<file path="config.mk">
export PLATFORM = sky130hd
export DESIGN_NAME = rexor_pattern_sequencer
export DESIGN_NICKNAME = d
export VERILOG_FILES = /design/src/rtl/rexor_pattern_sequencer.sv
export SDC_FILE = /design/constraint.sdc
export NUM_CORES = 1
export LEC_CHECK = 0
export ABC_CLOCK_PERIOD_IN_PS = 3400
export CORE_MARGIN = 4
export CORE_UTILIZATION = 40
export DETAILED_ROUTE_END_ITERATION = 10
export PLACE_DENSITY = 0.69
export SLEW_MARGIN = 30
export SYNTH_ARGS = -nofsm -noshare
export SYNTH_HDL_FRONTEND = slang
export SYNTH_SLANG_ARGS = --single-unit
</file>
<file path="constraint.sdc">
create_clock -name clk -period 3.4 [get_ports clk]
set_input_delay 0.51 -clock clk [delete_from_list [all_inputs] [get_ports clk]]
set_output_delay 0.51 -clock clk [all_outputs]
set_load 0.02 [all_outputs]
</file>
<file path="src/rtl/rexor_pattern_sequencer.sv">
// rexor_pattern_sequencer: applies exhaustive/LFSR patterns to a parity gate and checks its response
module rexor_pattern_sequencer #(
  parameter int WIDTH  = 8,
  parameter int CNT_W  = 9,
  parameter int SETTLE = 1
)(
  input  logic             clk,
  input  logic             rst,
  input  logic             start,
  input  logic             abort,
  input  logic             mode,
  input  logic [WIDTH-1:0] seed,
  input  logic [CNT_W-1:0] num_pat,
  output logic [WIDTH-1:0] pattin,
  input  logic             dut_o,
  output logic             busy,
  output logic             done,
  output logic             fail,
  output logic [CNT_W-1:0] mismatch_cnt,
  output logic [WIDTH-1:0] first_fail_pat
);
  localparam int WW = SETTLE > 1 ? $clog2(SETTLE) : 1;
  localparam logic [CNT_W-1:0] FULL = CNT_W'(1) << WIDTH;
  typedef enum logic [2:0] {IDLE, APPLY, WAIT, CHECK, DONE} state_t;
  state_t r_state, w_next;
  logic             r_mode, r_fail, r_done, w_mis, w_wait_end;
  logic [CNT_W-1:0] r_rem, r_mcnt;
  logic [WIDTH-1:0] r_pat, r_ffp, w_adv;
  logic [WW-1:0]    r_wcnt;
  assign w_mis      = dut_o != ^r_pat;
  assign w_adv      = r_mode ? {r_pat[WIDTH-2:0], r_pat[7] ^ r_pat[5] ^ r_pat[4] ^ r_pat[3]} : r_pat + 1'b1;
  assign w_wait_end = r_wcnt == WW'(SETTLE - 1);
  assign pattin         = r_pat;
  assign busy           = r_state == APPLY || r_state == WAIT || r_state == CHECK;
  assign done           = r_done;
  assign fail           = r_fail;
  assign mismatch_cnt   = r_mcnt;
  assign first_fail_pat = r_ffp;
  // State register
  always_ff @(posedge clk) begin
    if (rst) r_state <= IDLE;
    else     r_state <= w_next;
  end
  // Next-state: a zero-length LFSR run skips straight to DONE; abort overrides everything outside IDLE
  always_comb begin
    w_next = r_state;
    case (r_state)
      IDLE:    w_next = start ? ((mode && num_pat == '0) ? DONE : APPLY) : IDLE;
      APPLY:   w_next = SETTLE > 0 ? WAIT : CHECK;
      WAIT:    w_next = w_wait_end ? CHECK : WAIT;
      CHECK:   w_next = r_rem == CNT_W'(1) ? DONE : APPLY;
      default: w_next = IDLE;
    endcase
    if (abort && r_state != IDLE) w_next = IDLE;
  end
  // Datapath: run setup, settle counter, response check and pattern advance; done is registered one cycle after DONE
  always_ff @(posedge clk) begin
    if (rst) begin
      r_mode <= 1'b0;
      r_pat  <= '0;
      r_rem  <= '0;
      r_mcnt <= '0;
      r_fail <= 1'b0;
      r_ffp  <= '0;
      r_done <= 1'b0;
      r_wcnt <= '0;
    end else begin
      r_done <= r_state == DONE && !abort;
      r_wcnt <= r_state == WAIT ? r_wcnt + 1'b1 : '0;
      if (r_state == IDLE && start) begin
        r_mode <= mode;
        r_pat  <= mode ? (seed == '0 ? WIDTH'(1) : seed) : '0;
        r_rem  <= mode ? num_pat : FULL;
        r_mcnt <= '0;
        r_fail <= 1'b0;
        r_ffp  <= '0;
      end
      if (r_state == CHECK && !abort) begin
        r_rem <= r_rem - 1'b1;
        if (r_rem != CNT_W'(1)) r_pat <= w_adv;
        if (w_mis) begin
          r_mcnt <= &r_mcnt ? r_mcnt : r_mcnt + 1'b1;
          r_fail <= 1'b1;
          if (r_mcnt == '0) r_ffp <= r_pat;
        end
      end
    end
  end
endmodule

</file>
==> summary.txt, run 1 <==
Placement
  • Post-Place Worst Slack: between 0.9 and 1 ns
  • Detailed placer's ending HPWL: 4.63 mm
  • # port buffers: 50
  • Routability congestion estimate: roughly 0.8

Clock tree
  • Number of hold buffers added after cts: 0
  • Post-CTS resize count: 0
  • # H-tree levels: 2
  • Post-CTS setup-driven buffer insertion count: 0
  • Clock latency on the worst-skew pair: around 0.29 ns
  • Clock Tree Buf Depth: 2
  • Root buffer cell: clkbuf_8
  • Number of CTS-inserted buffers: 5
  • Total number of clock tree sinks: 41
  • CTS tree: yes
  • Clock-pin slew on the worst setup and hold paths: ~0.080 ns

Floorplanning
  • Cell Rows: 29
  • Die X-Extent: 88.5 µm
  • Die area: approximately 7800 µm²
  • I/O Pins: 51
  • Initial core utilization: 0.410
  • Die extent in y: just under 90 µm
  • Core area: 6310 µm²

Critical path
  • Type of destination of the critical path: flop
  • CP max FO: 13
  • Delay of the slowest critical-path stage: just under 0.4 ns
  • Library cell contributing the largest single delay on the critical path: dfxtp_1
  • Startpoint types: flop
  • Data arrival time of the critical path: between 2 and 3 ns
  • Critical path's most frequent cell: and3_1
  • Series of cell instances along the critical path: ha_1 -> and3_1 -> and3_1 -> and3_1 -> ha_1 -> nand3b_1 -> nor3_1 -> nand4_1 -> o311ai_1
  • Worst setup path category: reg -> reg
  • Worst Path Required: ~3.6 ns

Synthesis
  • Number of nets in the synthesized netlist: between 300 and 400
  • Sequential cell area fraction in the yosys report: 0.317
  • Fraction of synthesized cell area taken by the top area cell type: 0.317
  • Post-synth top flop: dfxtp_1
  • Number of distinct library cells after synthesis: between 50 and 60
  • Top cell type by total area after synthesis: dfxtp_1
  • Ys Warns: 0
  • Post-synthesis cell count: 311
  • Cells taking the most area after synthesis: dfxtp_1, nand2_1, ha_1
  • Synthesized area: around 2600 µm²
  • Fraction of registers with async set/reset: 0
  • Number of enable-type register cells in the synthesized netlist: 0
  • Synth Area per Inst: between 8 and 9 µm²
  • Number of synthesized register bits: 41

STA
  • Final-report max-slew violation count: 0
  • Post-Route Skew: approximately 0.0053 ns
  • Share of the cycle needed by the critical path after routing: 0.726
  • Peak Freq: around 0.4 GHz
  • Final-report setup violation count: 0
  • Final number of hold-violating endpoints: 0
  • Worst hold margin: 0.432 ns
  • Setup slack after layout: between 0.9 and 1 ns
  • Relative slew margins: 0.543
  • Total Negative Setup Slacks: 0 ns
  • Pin slew with the least headroom to its limit: 0.685 ns
  • Minimum period implied by the final worst setup slack: ~2.5 ns
  • Unrepaired setup endpoints after global routing: no

Global route
  • Initial antenna violation count: 0
  • First-pass GRT wire length: 11.7 mm
  • GRT Resource Usage Total: 0.183
  • Via count of the first global-routing pass: about 2,500
  • Largest net degree at the start of global routing: 43
  • Gr ovfl total: 0

Layout
  • Sequential cell area: 821 µm²
  • Multi-input gate area in the final layout: approximately 1600 µm²
  • Antenna diodes: 0
  • Final design utilization: 0.509
  • Area growth from synthesis to final layout: 24.0%
  • Final Net Count: roughly 370
  • Count of fill cells added during filler insertion: 628
  • Proportion of layout cells with a drive suffix above 1: 0.0640

Routing
  • Count of TritonRoute iterations in the first routing pass: 4
  • Detailed Route WL: between 6 and 7 mm
  • Routed length per placed instance: 16.2 µm
  • Number of antenna-violating nets in the routed design: 0
  • DRC violation count after routing: 0
  • Total number of vias: 2,547
  • Routed vias/inst: between 6 and 7
  • Detailed Route Iter0 Violations: about 110

Power
  • Worst IR drop on VDD: roughly 0.0002 V
  • Pwr dens: approximately 380 nW/µm²
  • Leakage: 0.00112 µW

Run
  • Maxcap violations: 0

Worst hold path
  • Hold Path Class: reg -> reg

Status
  • Run status: finished clean
[power by group]
part	switching [µW]	internal (µW)	total (µW)
registers	26.6	493	520
clock network	178	292	470
logic	136	95.4	231
total	341	881	1220
[through the flow]
| step | area [µm²] | total power, µW | std cells |
|---|---|---|---|
| 3_5_place_dp | 3080 | 760 | 413 |
| 4_1_cts | 3210 | 1230 | 421 |
| 6_report | 3210 | 1220 | 421 |
| 3_3_place_gp | 3080 | 756 | 413 |
| 2_1_floorplan | 2590 | 695 | 311 |
| 5_1_grt | 3210 | 1280 | 421 |
[worst paths after layout]
check / from / end / slack, ns / cells after the start
setup reg to reg: mismatch_cnt[0] / mismatch_cnt[7] / 0.93 / 9
hold / removal: r_wcnt / r_wcnt / 0.43 / 1
hold reg to reg: r_wcnt / r_wcnt / 0.43 / 1
setup / recovery: mismatch_cnt[0] / mismatch_cnt[7] / 0.93 / 9
[cells by family after synthesis]
logic type,after synthesis,synth area share
and+or+nand+nor,124,0.263
AOI/OAI and AO/OA,87,0.254
DFF,41,0.317
buffers and inverters,36,0.0628
xor gates and xnor gates,13,0.0560
adders and majority gates,8,0.0386
muxes,2,0.00821
[metal layers]
layer | wire (µm) | vias to the layer above | GRT usage
met5 | 0 | - | 0
met4 | 85 | 0 | 0.0687
met3 | 404 | 8 | 0.0270
met2 | 3350 | 75 | 0.304
met1 | 3000 | 1204 | 0.240
li1 | - | 1260 | -
[Yosys cell counts (4+ instances only)]
library cell / n
dfxtp_1: 41
nand2_1: 28
nor2_1: 20
clkbuf_1: 18
a21oi_1: 15
and3_1: 15
nand4_1: 14
a211oi_1: 11
o311ai_0: 10
xnor2_1: 10
nand3_1: 9
ha_1: 8
inv_1: 8
nor4_1: 8
buf_2: 7
o211ai_1: 7
o21ai_0: 7
a211o_1: 5
a311oi_1: 5
nor3_1: 5
a31oi_1: 4
nand2b_1: 4
[layout by cell type, fill, tap and decap left out, types with 2 or more instances in the layout]
| cell type | instances |
|---|---|
| clkdlybuf4s50_1 | 50 |
| dfxtp_1 | 41 |
| nand2_1 | 28 |
| nor2_1 | 20 |
| and3_1 | 15 |
| a21oi_1 | 15 |
| nand4_1 | 14 |
| a211oi_1 | 11 |
| xnor2_1 | 10 |
| o311ai_0 | 10 |
| nand3_1 | 9 |
| inv_1 | 8 |
| nor4_1 | 8 |
| ha_1 | 8 |
| o21ai_0 | 7 |
| o211ai_1 | 7 |
| nor3_1 | 5 |
| a211o_1 | 5 |
| a311oi_1 | 5 |
| clkbuf_8 | 5 |
| nand2b_1 | 4 |
| a31oi_1 | 4 |
| nor4b_1 | 3 |
| a21o_1 | 3 |
| a221oi_1 | 3 |
| o311ai_1 | 3 |
| o21a_1 | 3 |
| o2111ai_1 | 3 |
| or3_1 | 3 |
| buf_4 | 3 |
| and2_1 | 2 |
| or4_1 | 2 |
| nand3b_1 | 2 |
| a2111oi_2 | 2 |
| a41o_1 | 2 |
| bufinv_16 | 2 |
[area by class of cell]
| cell class | count | share of cell area |
|---|---|---|
| multi-input cells | 234 | 0.500 |
| well taps | 77 | 0.0300 |
| inverters | 8 | 0.00935 |
| clock inverters | 3 | 0.0203 |
| repair buffers | 53 | 0.163 |
| flip-flops and latches | 41 | 0.256 |
| clock buffers | 5 | 0.0214 |
[critical path, delay by kind of cell, from the launching register on]
family | cells | cell delay [ns]
and+or+nand+nor | 6 | 1.29
AOI/OAI and AO/OA | 1 | 0.12
DFF | 1 | 0.39
adders and majority gates | 2 | 0.58
[flip-flops by register name, summed over array words and instances (netlist names)]
register	flops
r_mode	1
r_rem	9
fail	1
first_fail_pat	8
r_state	3
mismatch_cnt	9
pattin	8
r_wcnt	1
done	1
Note: power is estimated with default switching activity, not from simulation.
==> run 2: changes to the inputs <==
- ABC_CLOCK_PERIOD_IN_PS: 3400 -> 2400
- clock period: 3.4 -> 2.4 ns (I/O delays scaled with it)
==> run 2 against run 1 <==
Compared with the run above:
- final area rose by 3.4%
- global-route usage rose by 0.78 points
- non-clock buffer count rose by 17
- setup slack got worse by 0.73 ns
- combinational power rose by 60%
- sequential cell count did not move
- sequential share of layout area fell by 0.84 points
- clock skew barely moved
- worst hold slack improved by 0.0022 ns
- die area did not move
- final cell count rose by 4.0%
- via count rose by 3.4%
- critical endpoint unchanged
- largest power group unchanged
==> summary.txt, run 2 (synthesis results as in run 1) <==
STA
  • Minimum period implied by the final worst setup slack: 2.20 ns (was 2.47 ns)
  • Worst hold margin: 0.434 ns (was 0.432 ns)
  • Total Negative Setup Slacks: 0 ns (unchanged)
  • Post-Route Skew: 0.00547 ns (was 0.00533 ns)
  • Final-report max-slew violation count: 0 (unchanged)
  • Relative slew margins: 0.544 (was 0.543)
  • Share of the cycle needed by the critical path after routing: 0.917 (was 0.726)
  • Final number of hold-violating endpoints: 0 (unchanged)
  • Pin slew with the least headroom to its limit: 0.674 ns (was 0.685 ns)
  • Peak Freq: 0.454 GHz (was 0.405 GHz)
  • Unrepaired setup endpoints after global routing: no (unchanged)
  • Final-report setup violation count: 0 (unchanged)

Global route
  • Largest net degree at the start of global routing: 32 (was 43)
  • Peak-usage layer in the global routing report: met2 (unchanged)
  • M3 GR Usage: 0.0382 (was 0.0270)
  • First-pass GRT wire length: 12.0 mm (was 11.7 mm)
  • Global-route track usage on met2: 0.318 (was 0.304)
  • Via count of the first global-routing pass: 2,490 (was 2,504)
  • Initial antenna violation count: 0 (unchanged)
  • M1 GR Usage: 0.239 (was 0.240)
  • Gr ovfl total: 0 (unchanged)
  • GRT Resource Usage Total: 0.191 (was 0.183)

Critical path
  • R2R setup slack: 0.20 ns (was 0.93 ns)
  • Worst setup path category: reg -> reg (unchanged)
  • Type of destination of the critical path: flop (unchanged)
  • Data arrival time of the critical path: 2.42 ns (was 2.67 ns)
  • CP max FO: 13 (unchanged)
  • Startpoint types: flop (unchanged)
  • Worst Path Required: 2.62 ns (was 3.60 ns)

Routing
  • Count of TritonRoute iterations in the first routing pass: 5 (was 4)
  • Routed vias/inst: 6.01 (was 6.05)
  • Detailed Route Iter0 Violations: 116 (was 112)
  • Total number of vias: 2,634 (was 2,547)
  • Routed length per placed instance: 16.3 µm (was 16.2 µm)
  • Detailed Route WL: 7.14 mm (was 6.83 mm)
  • Number of antenna-violating nets in the routed design: 0 (unchanged)
  • DRC violation count after routing: 0 (unchanged)

Clock tree
  • CTS tree: yes (unchanged)
  • Post-CTS setup-driven buffer insertion count: 0 (unchanged)
  • # H-tree levels: 2 (unchanged)
  • Post-CTS resize count: 0 (unchanged)
  • Clock Tree Buf Depth: 2 (unchanged)
  • Number of hold buffers added after cts: 0 (unchanged)
  • Root buffer cell: clkbuf_8 (unchanged)
  • Clock latency on the worst-skew pair: 0.30 ns (was 0.29 ns)
  • Clock-pin slew on the worst setup and hold paths: 0.08 ns (about the same)
  • Number of CTS-inserted buffers: 5 (unchanged)
  • Total number of clock tree sinks: 41 (unchanged)

Placement
  • Detailed placer's ending HPWL: 4.98 mm (was 4.63 mm)
  • Post-Place Cell Area: 3200 µm² (was 3080 µm²)
  • Routability congestion estimate: 0.850 (was 0.817)
  • # port buffers: 50 (unchanged)

Power
  • Worst IR drop on VDD: 0.000260 V (was 0.000201 V)
  • Net Sw Frac: 0.307 (was 0.279)
  • Proportion of power drawn by the clock network: 0.322 (was 0.385)
  • Combinational Power Share: 0.229 (was 0.189)
  • Switching power summed over all nets: 496 µW (was 341 µW)
  • Pwr dens: 486 nW/µm² (was 380 nW/µm²)
  • Leakage: 0.00119 µW (was 0.00112 µW)
  • Internal Pwr Total: 1120 µW (was 881 µW)
  • Portion of total power attributed to sequential cells: 0.449 (was 0.426)

Layout
  • Area growth from synthesis to final layout: 28.2% (was 24.0%)
  • Post-layout instance area: 3320 µm² (was 3210 µm²)
  • Proportion of layout cells with a drive suffix above 1: 0.116 (was 0.0640)
  • Final Net Count: 391 (was 374)
  • Antenna diodes: 0 (unchanged)
  • Count of fill cells added during filler insertion: 615 (was 628)
  • Most frequent cells in the layout: clkdlybuf4s50_1, dfxtp_1, nand2_1 (unchanged)
  • Most common library cell in the layout ignoring fill and taps: clkdlybuf4s50_1 (unchanged)

Floorplanning
  • I/O Pins: 51 (unchanged)
  • Die extent in y: 88.5 µm (unchanged)
  • Core area: 6310 µm² (unchanged)
  • Die area: 7830 µm² (unchanged)
  • Die X-Extent: 88.5 µm (unchanged)
  • Initial core utilization: 0.410 (unchanged)
  • Cell Rows: 29 (unchanged)

Worst hold path
  • Hold Path Class: reg -> reg (unchanged)

Run
  • Maxcap violations: 0 (unchanged)

Status
  • Run status: finished clean (unchanged)
run 2: worst paths after layout:
kind | startpoint | end | depth (start not counted)
min | r_wcnt | r_wcnt | 1
max | mismatch_cnt[0] | mismatch_cnt[7] | 9
max reg2reg | mismatch_cnt[0] | mismatch_cnt[7] | 9
min reg2reg | r_wcnt | r_wcnt | 1
run 2: critical path, stage by stage, from the launching register on:
cell      delay, ns
dfxtp_1        0.32
ha_1           0.21
and3_1         0.22
and3_1         0.20
and3_1         0.18
ha_2           0.24
nand3b_1       0.25
nor3_2         0.28
nand4_1        0.12
o311ai_1       0.09
run 2: through the flow:
| stage | total power [µW] | setup slack, ns | utilization | instances |
|---|---|---|---|---|
| floorplan | 985 | 0.101 | - | 311 |
| global placement | 1100 | 0.177 | 0.508 | 430 |
| detailed placement | 1110 | 0.0625 | 0.508 | 430 |
| CTS | 1620 | 0.140 | 0.524 | 438 |
| global route | 1680 | 0.0393 | 0.526 | 438 |
| finish | 1610 | 0.199 | 0.526 | 438 |
run 2: power groups by stage:
stage | Sequential, µW | Clock [µW] | Combinational [µW]
floorplan | 739 | 0 | 246
global placement | 738 | 0 | 359
detailed placement | 739 | 0 | 366
CTS | 723 | 529 | 368
global route | 728 | 551 | 402
finish | 724 | 519 | 369
run 2: per-layer routing:
layer | share of wire | vias to the layer above
met2 | 0.49 | 76
met1 | 0.44 | 1247
met4 | 0.019 | 0
met5 | 0 | -
li1 | - | 1299
met3 | 0.050 | 12
run 2: layout make-up:
class	instances	area [µm²]	area share
clock buffers	7	96.3	0.0290
clock inverters	1	5.00	0.00151
inverters	8	30.0	0.00905
multi-input cells	234	1620	0.488
flip-flops and latches	41	821	0.247
well taps	77	96.3	0.0290
repair buffers	70	651	0.196
==> run 3: changes to the inputs <==
- CORE_MARGIN: 4 -> unset
==> run 3 against run 2 <==
Compared with the run above:
- routed wire length down 3.7%
- critical path depth down 1
- via count up 0.38%
- sequential cell count did not move
- clock skew hardly changed
- clock power rose by 30%
- largest cell class unchanged
- largest power group unchanged
==> summary.txt, run 3 (synthesis results as in run 1) <==
Status
  • Run status: finished clean (unchanged)

Routing
  • Number of antenna-violating nets in the routed design: 0 (unchanged)
  • Routed vias/inst: 6.09 (was 6.01)
  • Total number of vias: 2,644 (was 2,634)
  • Count of TritonRoute iterations in the first routing pass: 4 (was 5)
  • Detailed Route WL: 6.88 mm (was 7.14 mm)
  • Routed length per placed instance: 15.8 µm (was 16.3 µm)
  • Detailed Route Iter0 Violations: 155 (was 116)
  • DRC violation count after routing: 0 (unchanged)

Floorplanning
  • Initial core utilization: 0.425 (was 0.410)
  • I/O Pins: 51 (unchanged)
  • Die area: 6800 µm² (was 7830 µm²)
  • Die extent in y: 82.5 µm (was 88.5 µm)
  • Cell Rows: 28 (was 29)
  • Die X-Extent: 82.5 µm (was 88.5 µm)
  • Core area: 6100 µm² (was 6310 µm²)

Clock tree
  • Clock Tree Buf Depth: 2 (unchanged)
  • Number of CTS-inserted buffers: 5 (unchanged)
  • Number of hold buffers added after cts: 0 (unchanged)
  • # H-tree levels: 2 (unchanged)
  • Clock-pin slew on the worst setup and hold paths: 0.08 ns (about the same)
  • Root buffer cell: clkbuf_8 (unchanged)
  • Post-CTS setup-driven buffer insertion count: 0 (unchanged)
  • CTS tree: yes (unchanged)
  • Total number of clock tree sinks: 41 (unchanged)
  • Clock latency on the worst-skew pair: 0.30 ns (about the same)
  • Post-CTS resize count: 0 (unchanged)

Layout
  • Most common library cell in the layout ignoring fill and taps: clkdlybuf4s50_1 (unchanged)
  • Antenna diodes: 0 (unchanged)
  • Area growth from synthesis to final layout: 28.3% (was 28.2%)
  • Most frequent cells in the layout: clkdlybuf4s50_1, dfxtp_1, nand2_1 (unchanged)
  • Sequential cell area: 821 µm² (unchanged)
  • Multi-input gate area in the final layout: 1610 µm² (was 1620 µm²)
  • Count of fill cells added during filler insertion: 563 (was 615)
  • Proportion of layout cells with a drive suffix above 1: 0.106 (was 0.116)
  • Final Net Count: 389 (was 391)

Critical path
  • Library cell contributing the largest single delay on the critical path: dfxtp_1 (unchanged)
  • Top Family by Delay on Critical Path: simple AND/OR/NAND/NOR gates (unchanged)
  • Data arrival time of the critical path: 2.42 ns (about the same)
  • Worst Path Required: 2.65 ns (was 2.62 ns)
  • Worst setup path category: reg -> reg (unchanged)
  • Type of destination of the critical path: flop (unchanged)
  • Critical path buffers and inverters: 0 (unchanged)
  • Series of cell instances along the critical path: ha_1 -> and3_1 -> and3_1 -> and3_1 -> ha_2 -> or2_2 -> a2111oi_2 -> a41o_1 (was ha_1 -> and3_1 -> and3_1 -> and3_1 -> ha_2 -> nand3b_1 -> nor3_2 -> nand4_1 -> o311ai_1)
  • Startpoint types: flop (unchanged)
  • Critical path's most frequent cell: and3_1 (unchanged)
  • Delay of the slowest critical-path stage: 0.32 ns (about the same)
  • CP max FO: 13 (unchanged)

Placement
  • Post-Place Worst Slack: 0.138 ns (was 0.0625 ns)
  • Routability congestion estimate: 0.824 (was 0.850)
  • # port buffers: 50 (unchanged)
  • Detailed placer's ending HPWL: 4.81 mm (was 4.98 mm)

STA
  • Final-report setup violation count: 0 (unchanged)
  • Final number of hold-violating endpoints: 0 (unchanged)
  • Pin slew with the least headroom to its limit: 0.593 ns (was 0.674 ns)
  • Final-report max-slew violation count: 0 (unchanged)
  • Setup slack after layout: 0.225 ns (was 0.199 ns)
  • Peak Freq: 0.460 GHz (was 0.454 GHz)
  • Minimum period implied by the final worst setup slack: 2.18 ns (was 2.20 ns)
  • Worst hold margin: 0.444 ns (was 0.434 ns)
  • Relative slew margins: 0.599 (was 0.544)
  • Post-Route Skew: 0.00595 ns (was 0.00547 ns)
  • Share of the cycle needed by the critical path after routing: 0.906 (was 0.917)
  • Unrepaired setup endpoints after global routing: no (unchanged)
  • Total Negative Setup Slacks: 0 ns (unchanged)

Worst hold path
  • Hold Path Class: reg -> reg (unchanged)

Power
  • Pwr dens: 531 nW/µm² (was 486 nW/µm²)
  • Total Power: 1760 µW (was 1610 µW)
  • Worst IR drop on VDD: 0.000326 V (was 0.000260 V)
  • Leakage: 0.00119 µW (about the same)

Global route
  • Initial antenna violation count: 0 (unchanged)
  • GRT Resource Usage Total: 0.214 (was 0.191)
  • First-pass GRT wire length: 11.1 mm (was 12.0 mm)
  • Via count of the first global-routing pass: 2,378 (was 2,490)
  • Largest net degree at the start of global routing: 32 (unchanged)
  • Gr ovfl total: 0 (unchanged)

Run
  • Maxcap violations: 0 (unchanged)
-- run 3: changes by cell type in the layout (fill, tap and decap cells not counted) --
cell       previous run  this run
buf_4                20        18
bufinv_16             0         2
clkbuf_8              7         5
nor3_1                4         5
nor3_2                1         0
nor4_1                7         8
nor4_2                1         0
-- run 3: path summary, 6_finish.rpt --
check / startpoint / end / slack, ns / cells past startpoint
worst max-delay path: mismatch_cnt[0] / mismatch_cnt[0] / 0.22 / 8
worst min-delay path: r_wcnt / r_wcnt / 0.44 / 1
worst max register to register: mismatch_cnt[0] / mismatch_cnt[0] / 0.22 / 8
worst min register to register: r_wcnt / r_wcnt / 0.44 / 1
-- run 3: final cells by class --
class | instances | area share
clock buffer | 5 | 0.0207
timing repair buffer | 68 | 0.191
tap | 75 | 0.0282
multi-input combinational | 234 | 0.484
clock inverter | 3 | 0.0196
inverter | 8 | 0.00904
sequential | 41 | 0.247
-- run 3: per-stage QoR --
step	instances	utilization	instance area, µm²
final	434	0.545	3320
after global routing	434	0.545	3320
after CTS	434	0.545	3320
after detailed placement	426	0.523	3190
after global placement	426	0.523	3190
after floorplan	311	-	2590
-- run 3: power by group --
group | internal (µW) | switching [µW] | leakage (µW)
logic | 155 | 209 | 0.000792
registers | 699 | 24.8 | 0.000332
clock network | 414 | 262 | 0.0000681
total | 1270 | 496 | 0.00119
-- run 3: metal layers --
layer / up-vias / routed length [µm] / GRT usage / part of all wire
met5: - / 0 / 0 / 0
met4: 0 / 70 / 0.0842 / 0.010
met3: 8 / 455 / 0.0516 / 0.066
met2: 89 / 3270 / 0.352 / 0.48
met1: 1252 / 3080 / 0.267 / 0.45
li1: 1295 / - / - / -
